<file path="src/rtl/addsub_pipe_if.sv">
// Operand/result bundle for the pipelined fixed-point adder/subtractor.
// The master side drives operands and enables; the slave side (the datapath)
// returns the quantised result with its valid and overflow flags.
interface addsub_pipe_if #(
    parameter int N_BITS_A   = 9,
    parameter int N_BITS_B   = 9,
    parameter int N_BITS_OUT = 8
);
    logic                  en;
    logic                  in_valid;
    logic [N_BITS_A-1:0]   a;
    logic [N_BITS_B-1:0]   b;
    logic                  sub;
    logic                  out_valid;
    logic [N_BITS_OUT-1:0] sum;
    logic                  ovf;

    modport master (
        output en, in_valid, a, b, sub,
        input  out_valid, sum, ovf
    );

    modport slave (
        input  en, in_valid, a, b, sub,
        output out_valid, sum, ovf
    );
endinterface

</file>
<file path="src/rtl/addsub_pipe.sv">
// Pipelined signed fixed-point adder/subtractor with output quantisation.
// Operands are aligned to a common binary point and combined at full
// precision, then rounded/truncated to the output format with optional
// saturation. A valid bit and a clock enable travel with the data; data
// registers load only on valid, so the last result is held across bubbles.
module addsub_pipe #(
    parameter int N_BITS_A   = 9,
    parameter int BIN_PT_A   = 6,
    parameter int N_BITS_B   = 9,
    parameter int BIN_PT_B   = 8,
    parameter int N_BITS_OUT = 8,
    parameter int BIN_PT_OUT = 6,
    parameter int ROUND      = 1,
    parameter int SATURATE   = 1,
    parameter int LATENCY    = 2
) (
    input  logic         clk,
    input  logic         rst,
    addsub_pipe_if.slave bus
);

    function automatic int max_int(input int x, input int y);
        if (x > y) begin
            return x;
        end else begin
            return y;
        end
    endfunction

    // Full-precision format: common binary point, widest integer part, one
    // extra bit so that a +/- b can never overflow.
    localparam int BP_F = max_int(BIN_PT_A, BIN_PT_B);
    localparam int WB_F = max_int(N_BITS_A - BIN_PT_A, N_BITS_B - BIN_PT_B);
    localparam int W_F  = WB_F + BP_F + 1;
    localparam int SH_A = BP_F - BIN_PT_A;
    localparam int SH_B = BP_F - BIN_PT_B;

    // Quantised format: either zero-pad the fraction or drop D LSBs.
    localparam bit PAD = (BIN_PT_OUT >= BP_F);
    localparam int D   = PAD ? 0 : (BP_F - BIN_PT_OUT);
    localparam int UP  = PAD ? (BIN_PT_OUT - BP_F) : 0;
    localparam int W_Q = PAD ? (W_F + UP) : (W_F + 1 - D);
    // Comparison width: room for both the quantised value and the bounds.
    localparam int W_C = max_int(W_Q, N_BITS_OUT) + 1;

    localparam logic signed [W_C-1:0] ONE_C = {{(W_C-1){1'b0}}, 1'b1};
    localparam logic signed [W_C-1:0] MAX_V = (ONE_C <<< (N_BITS_OUT - 1)) - ONE_C;
    localparam logic signed [W_C-1:0] MIN_V = ~MAX_V;

    // Output register chain: with LATENCY=1 the quantiser feeds the single
    // output register directly, otherwise stage 1 holds the full-precision sum.
    localparam int NQ = (LATENCY == 1) ? 1 : (LATENCY - 1);

    logic signed [W_F-1:0]        a_al_s;
    logic signed [W_F-1:0]        b_al_s;
    logic signed [W_F-1:0]        full_s;
    logic signed [W_F-1:0]        q_in_s;
    logic                         q_vld_s;
    logic signed [W_Q-1:0]        q_s;
    logic signed [W_C-1:0]        q_c_s;
    logic                         hi_s;
    logic                         lo_s;
    logic [N_BITS_OUT-1:0]        sum_q_s;
    logic                         ovf_q_s;
    logic [NQ-1:0]                vld_r;
    logic [NQ-1:0][N_BITS_OUT-1:0] sum_r;
    logic [NQ-1:0]                ovf_r;

    // Align both operands to BP_F fractional bits and add or subtract exactly.
    always_comb begin
        a_al_s = W_F'($signed(bus.a)) <<< SH_A;
        b_al_s = W_F'($signed(bus.b)) <<< SH_B;
        if (bus.sub) begin
            full_s = a_al_s - b_al_s;
        end else begin
            full_s = a_al_s + b_al_s;
        end
    end

    generate
        if (LATENCY == 1) begin : g_no_s1
            assign q_in_s  = full_s;
            assign q_vld_s = bus.in_valid;
        end else begin : g_s1
            logic signed [W_F-1:0] full_r;
            logic                  v1_r;

            // Stage 1: register the full-precision result when a valid sample is accepted.
            always_ff @(posedge clk) begin
                if (rst) begin
                    full_r <= {W_F{1'b0}};
                    v1_r   <= 1'b0;
                end else if (bus.en) begin
                    v1_r <= bus.in_valid;
                    if (bus.in_valid) begin
                        full_r <= full_s;
                    end
                end
            end

            assign q_in_s  = full_r;
            assign q_vld_s = v1_r;
        end

        if (PAD) begin : g_pad
            assign q_s = W_Q'(q_in_s) <<< UP;
        end else begin : g_drop
            localparam logic [W_F:0] ONE_G = {{W_F{1'b0}}, 1'b1};
            localparam logic [W_F:0] HALF  = (ROUND != 0) ? (ONE_G << (D - 1)) : {(W_F+1){1'b0}};
            logic signed [W_F:0] rnd_s;

            // One guard bit keeps the rounding offset from wrapping at the top.
            assign rnd_s = {q_in_s[W_F-1], q_in_s} + HALF;
            assign q_s   = W_Q'(rnd_s >>> D);
        end
    endgenerate

    assign q_c_s = W_C'(q_s);

    // Range check against the output format and select wrap or clamp.
    always_comb begin
        hi_s    = (q_c_s > MAX_V);
        lo_s    = (q_c_s < MIN_V);
        ovf_q_s = hi_s | lo_s;
        if ((SATURATE != 0) && hi_s) begin
            sum_q_s = MAX_V[N_BITS_OUT-1:0];
        end else if ((SATURATE != 0) && lo_s) begin
            sum_q_s = MIN_V[N_BITS_OUT-1:0];
        end else begin
            sum_q_s = q_c_s[N_BITS_OUT-1:0];
        end
    end

    // Quantised register followed by plain delay stages; data moves only with valid.
    always_ff @(posedge clk) begin
        if (rst) begin
            vld_r <= {NQ{1'b0}};
            sum_r <= {(NQ*N_BITS_OUT){1'b0}};
            ovf_r <= {NQ{1'b0}};
        end else if (bus.en) begin
            vld_r[0] <= q_vld_s;
            if (q_vld_s) begin
                sum_r[0] <= sum_q_s;
                ovf_r[0] <= ovf_q_s;
            end
            for (int i = 1; i < NQ; i++) begin
                vld_r[i] <= vld_r[i-1];
                if (vld_r[i-1]) begin
                    sum_r[i] <= sum_r[i-1];
                    ovf_r[i] <= ovf_r[i-1];
                end
            end
        end
    end

    assign bus.out_valid = vld_r[NQ-1];
    assign bus.sum       = sum_r[NQ-1];
    assign bus.ovf       = ovf_r[NQ-1];

endmodule

</file>
<file path="src/flat_wrapper.sv">
// flat-port wrapper written by rule: the top's interface ports become plain ports
module addsub_pipe_flat 
#(
    parameter int N_BITS_A   = 9,
    parameter int BIN_PT_A   = 6,
    parameter int N_BITS_B   = 9,
    parameter int BIN_PT_B   = 8,
    parameter int N_BITS_OUT = 8,
    parameter int BIN_PT_OUT = 6,
    parameter int ROUND      = 1,
    parameter int SATURATE   = 1,
    parameter int LATENCY    = 2
)
  (clk, rst, bus_en, bus_in_valid, bus_a, bus_b, bus_sub, bus_out_valid, bus_sum, bus_ovf);
  addsub_pipe_if #(.N_BITS_A(N_BITS_A), .N_BITS_B(N_BITS_B), .N_BITS_OUT(N_BITS_OUT)) bus_i ();
  input  logic clk;
  input  logic rst;
  input wire logic [$bits(bus_i.en)-1:0] bus_en;
  input wire logic [$bits(bus_i.in_valid)-1:0] bus_in_valid;
  input wire logic [$bits(bus_i.a)-1:0] bus_a;
  input wire logic [$bits(bus_i.b)-1:0] bus_b;
  input wire logic [$bits(bus_i.sub)-1:0] bus_sub;
  output wire logic [$bits(bus_i.out_valid)-1:0] bus_out_valid;
  output wire logic [$bits(bus_i.sum)-1:0] bus_sum;
  output wire logic [$bits(bus_i.ovf)-1:0] bus_ovf;
  assign bus_i.en = bus_en;
  assign bus_i.in_valid = bus_in_valid;
  assign bus_i.a = bus_a;
  assign bus_i.b = bus_b;
  assign bus_i.sub = bus_sub;
  assign bus_out_valid = bus_i.out_valid;
  assign bus_sum = bus_i.sum;
  assign bus_ovf = bus_i.ovf;
  addsub_pipe #(.N_BITS_A(N_BITS_A), .BIN_PT_A(BIN_PT_A), .N_BITS_B(N_BITS_B), .BIN_PT_B(BIN_PT_B), .N_BITS_OUT(N_BITS_OUT), .BIN_PT_OUT(BIN_PT_OUT), .ROUND(ROUND), .SATURATE(SATURATE), .LATENCY(LATENCY)) u_core (.clk(clk), .rst(rst), .bus(bus_i));
endmodule
</file>
<file path="config.mk">
export PLATFORM = sky130hd
export DESIGN_NAME = addsub_pipe_flat
export DESIGN_NICKNAME = d
export VERILOG_FILES = /design/src/rtl/addsub_pipe_if.sv /design/src/rtl/addsub_pipe.sv /design/src/flat_wrapper.sv
export SDC_FILE = /design/constraint.sdc
export NUM_CORES = 1
export LEC_CHECK = 0
export BUFFER_PORTS_ARGS = -buffer_cell sky130_fd_sc_hd__buf_4
export CAP_MARGIN = 20
export CELL_PAD_IN_SITES_DETAIL_PLACEMENT = 1
export CELL_PAD_IN_SITES_GLOBAL_PLACEMENT = 1
export CORE_MARGIN = 3
export CORE_UTILIZATION = 41
export CTS_CLUSTER_DIAMETER = 30
export DETAILED_ROUTE_END_ITERATION = 6
export GPL_ROUTABILITY_DRIVEN = 0
export PLACE_DENSITY = 0.81
export REMOVE_ABC_BUFFERS = 1
export SYNTH_ARGS = -nofsm -noshare
export SYNTH_HDL_FRONTEND = slang
export SYNTH_SLANG_ARGS = --single-unit
</file>
<file path="constraint.sdc">
create_clock -name clk -period 2.1 [get_ports clk]
set_input_delay 0.42 -clock clk [delete_from_list [all_inputs] [get_ports clk]]
set_output_delay 0.42 -clock clk [all_outputs]
set_load 0.005 [all_outputs]
</file>
* Yosys cells after proc, flatten, opt, wreduce, memory -nomap -nowiden
Index checks and enable logic that the tools add are counted.
** Storage, ports and cells
- Output and inout port bits :: 10
- Register bits after elaboration :: 23
- Input port bits :: 23
** Operators by class
- Bitwise operators :: 1
- Reductions and logical operators :: 2
- $add $sub $neg :: 3
- Mux-type cells :: 3
- Magnitude comparators :: 2
** Operator list (count)
- 8-bit two-way mux :: 2
- 12-bit by 3-bit adder with 13-bit output, second input constant :: 1
- 11-bit by 9-bit adder with 12-bit output :: 1
- 12-bit two-way mux :: 1
- 11-bit by 9-bit subtractor with 12-bit output :: 1
- 11-bit by 8-bit greater-than comparator with 1-bit output, second input constant :: 1
- 11-bit by 8-bit < comparator with 1-bit output, second input constant :: 1
- 2-bit AND reduction :: 2
- 1-bit bitwise OR :: 1

* Logic depth before layout (Yosys ltp)
- Depth in word-level cells :: 4
- Depth in mapped cells :: 9
- Gate-level depth less buffers :: 8

* Worst setup path before layout
OpenSTA, ideal clock, no wires.
- Path kind :: in2reg
- Start point :: input port bus_b[5]
- End point :: register u_core.g_s1.full_r[8]
- Setup slack :: 0.102 ns
- Required time :: 1.972 ns
- Buffers on the path :: 1
- Library setup time :: 0.128 ns
- Arrival :: 1.870 ns
- Stages on the path :: 9
- Path through :: inv_1 > ha_1 > buf_6 > a21o_1 > a31oi_2 > a31oi_1 > or3_1 > a31oi_1 > nor2_1
** Between the ends
- Longest elaborated chain between the ends :: 2
- Elaborated cells on any way between the ends :: 3
- Those cells by class :: add/sub: 2; mux: 1
** Ends and longest elaborated chain
- from (decl) :: RTL line flat_wrapper.sv:21 : input wire logic [$bits(bus_i.b)-1:0] bus_b;
- 11-bit by 9-bit adder with 12-bit output / 11-bit by 9-bit subtractor with 12-bit output (equally long branches) :: RTL line addsub_pipe.sv:76, addsub_pipe.sv:74
- 12-bit two-way mux * :: RTL line addsub_pipe.sv:73 : if (bus.sub) begin
- to (signal assigned) :: RTL line addsub_pipe.sv:91 : full_r <= {W_F{1'b0}};
- to (signal assigned) :: RTL line addsub_pipe.sv:96 : full_r <= full_s;
- to (decl) :: RTL line addsub_pipe.sv:85 : logic signed [W_F-1:0] full_r;
Every way passes the cells marked *; elsewhere a longest branch is shown, timed or not.
A chain may end at the register's enable or synchronous reset.

* Final worst setup path
- Start point :: input port bus_b[2]
- End point :: register u_core.g_s1.full_r[6]
Same word-level chain as after synthesis.

==> impl_metrics.toml <==
[clock_network]
cts_tree = "built"
cts_post_setup_buffers_inserted = 0
cts_resized = 0
htree_levels = 1
hold_buffers = 0
root_buffer = "clkbuf_8"
insertion_delay_ns = 0.26
ctsLongestPathBuffers = 2
clk_pin_slew_worst_paths_ns = 0.08
cts_buffers = 3
cts.sinks = 22

[timing]
max_freq_mhz = 508
maxSlewViolCount = 0
slew_headroom = 0.640
setup_ws_ns = 0.130
fin_crit_sh = 0.938
tightest_slew_ns = 0.540
finClkSkew_ns = 0.000942
finalHoldViolCount = 0
min_period_ns = 1.97
rsz0062_at_grt = "false"
setup_violations = 0

[yosys]
ys_seq_elements = 22
synthArstFlopShare = 0
synth.yosys.seq_area_share = 0.235
ys.flop_type = "dfxtp_1"
synth.distinct_cells = 52
syn_inst = 238
yosysWarnings = 0
synth_edf_count = 0
avgSynthCellArea_um2 = 7.89
synth_area_um2 = 1880

[placed_design]
post-dp-hpwl_um = 3950
portBuffers = 32
dp_slack_ns = -0.161
dp.cells = 323
place_area_um2 = 2230

[power_and_ir_drop]
p_total_uw = 1140
p_per_area_nw_per_um2 = 497
vdd_drop_max_mv = 0.187
power_leakage_uw = 0.00100

[critical_path]
worst_setup_path_end_kind = "flop"
rr_worst_depth = 7
cp.arrival_ns = 2.14
crit_top_cell = "buf_4"
crit_fanout = 3
path_class = "in2reg"
slowest_stage = "fa_1"
reg2reg_to = "u_core.bus.sum[0]"
rrSetupSlack_ns = 0.30
cp_num_buf_inv = 2
start_kind = "primary input"
crit_start = "bus_b[2]"
path_delay_family = "adder cells"
critical_path_depth = 9
cp-endpoint = "u_core.g_s1.full_r[6]"
crit_path_cell_trace = "buf_4 > ha_1 > fa_1 > nor3b_2 > nor3_1 > buf_4 > o21ai_0 > xor2_1 > a211oi_1"
cp_slowest_stage_delay_ns = 0.39
reg2reg_from = "u_core.g_s1.full_r[2]"
worstPathRequired_ns = 2.27

[route]
via_per_inst = 5.65
ant_nets = 0
drc = 0
drt-total-wl_um = 4700
drt_iter0_drc = 72
wl_per_cell_um = 14.4
firstDrtPassIters = 4
dr_total_vias = 1848

[min_path]
min_path_cells = 2
hold_class = "in2reg"

[floorplanning]
fp.dieH_um = 73.7
io_pins = 33
dieWidth_um = 73.7
core_area_um2 = 4200
dieArea_um2 = 5430
rows = 23
initial_utilization = 0.447

[layout]
fillCellCount = 540
fin_cells = 327
syn_to_final_growth_pct = 21.6
antenna_cells = 0
finish.net_count = 322
drive_gt1_frac = 0.213
design_area_um2 = 2280
finish.utilization = 0.543

[global_route]
antenna_found_initial = 0
grt_pass1_wl_um = 8250
grt_pass1_vias = 1917
track_usage = 0.185
grt_max_degree = 18
overflow = 0

[run_status]
status = "completed"

[job]
drv_cap = 0
## kinds of logic after synthesis
family / count (synthesis) / share of synthesized area
AO/OA/AOI/OAI: 73 / 0.261
flip-flops: 22 / 0.235
AND/OR/NAND/NOR: 79 / 0.225
buffers and inverters: 28 / 0.0646
multiplexers: 3 / 0.0160
adder cells (fa/ha/maj): 21 / 0.144
XOR/XNOR: 12 / 0.0560
## synthesized netlist by cell type (4+ instances only)
master	count	area, µm²
xor2_1	6	52.6
nor3_1	5	25.0
inv_1	17	63.8
xnor2_1	6	52.6
nor2_1	13	48.8
a211oi_1	5	37.5
a21oi_1	25	125
dfxtp_1	22	440
nand2_1	22	82.6
clkbuf_1	4	15.0
nand3_1	8	40.0
ha_1	20	250
or3_1	4	25.0
a31oi_1	6	37.5
o21ai_0	18	90.1
## how the worst min path moves through the flow
| stage | startpoint | to | slack, ns |
|---|---|---|---|
| 2_1_floorplan | u_core.bus.sum[7] | u_core.bus.sum[7] | 0.44 |
| 3_3_place_gp | u_core.bus.sum[7] | u_core.bus.sum[7] | 0.45 |
| 3_5_place_dp | u_core.bus.sum[7] | u_core.bus.sum[7] | 0.46 |
| 4_1_cts | rst | u_core.g_s1.full_r[5] | 0.42 |
| 5_1_grt | rst | u_core.g_s1.v1_r | 0.43 |
| 6_report | rst | u_core.g_s1.full_r[5] | 0.42 |
## cell usage in the layout (no fill, tap or decap), types with 2 or more instances in the layout
master	instances
buf_4	46
a21oi_1	25
nand2_1	22
dfxtp_1	22
ha_1	20
o21ai_0	18
inv_1	17
nor2_1	13
nand3_1	8
a31oi_1	6
xor2_1	6
xnor2_1	6
a211oi_1	5
nor3_1	5
or3_1	4
clkbuf_8	4
and2_1	3
mux2i_1	3
nand4_1	3
nor2b_1	3
nand2b_1	3
a221oi_1	3
and3_1	3
o21a_1	2
a21o_1	2
nor3b_1	2
nor4_1	2
## routing by layer
| layer | global-route usage | vias to the layer above | wire (µm) | part of all wire |
|---|---|---|---|---|
| li1 | - | 936 | - | - |
| met1 | 0.220 | 882 | 2060 | 0.44 |
| met2 | 0.353 | 26 | 2470 | 0.53 |
| met3 | 0.0123 | 4 | 123 | 0.026 |
| met4 | 0.0463 | 0 | 38 | 0.0081 |
| met5 | 0 | - | 0 | 0 |
## power breakdown
part / switching [µW] / total (µW) / leakage (µW) / internal, µW
clock network: 130 / 297 / 0.0000288 / 167
registers: 25.9 / 468 / 0.000180 / 442
logic: 190 / 371 / 0.000794 / 180
## final cells by class
type                            instances  area (µm²)  area share
Multi-Input combinational cell        188        1320       0.576
Tap cell                               50        62.6      0.0274
Clock buffer                            4        55.1      0.0241
Timing Repair Buffer                   46         345       0.151
Sequential cell                        22         440       0.193
Inverter                               17        63.8      0.0279
## worst reg2reg max path: cells and delay by family, from the launching register on
family                     cells  cell delay, ns
AOI/OAI and AO/OA              3            0.55
adders and majority gates      1            0.30
buffers and inverters          1            0.10
DFF                            1            0.42
and+or+nand+nor                2            0.37
## through the flow
| step | hold slack (ns) | TNS (ns) |
|---|---|---|
| after floorplan | 0.442 | 0 |
| after global placement | 0.447 | -0.177 |
| after detailed placement | 0.461 | -0.525 |
| after CTS | 0.417 | 0 |
| after global routing | 0.433 | 0 |
| final | 0.421 | 0 |
## sequential cells by signal, indices dropped and copies added, names as in the netlist
register              flops
u_core.bus.sum            8
u_core.bus.ovf            1
u_core.bus.out_valid      1
u_core.g_s1.v1_r          1
u_core.g_s1.full_r       11
Power figures use the tool's default switching activity.
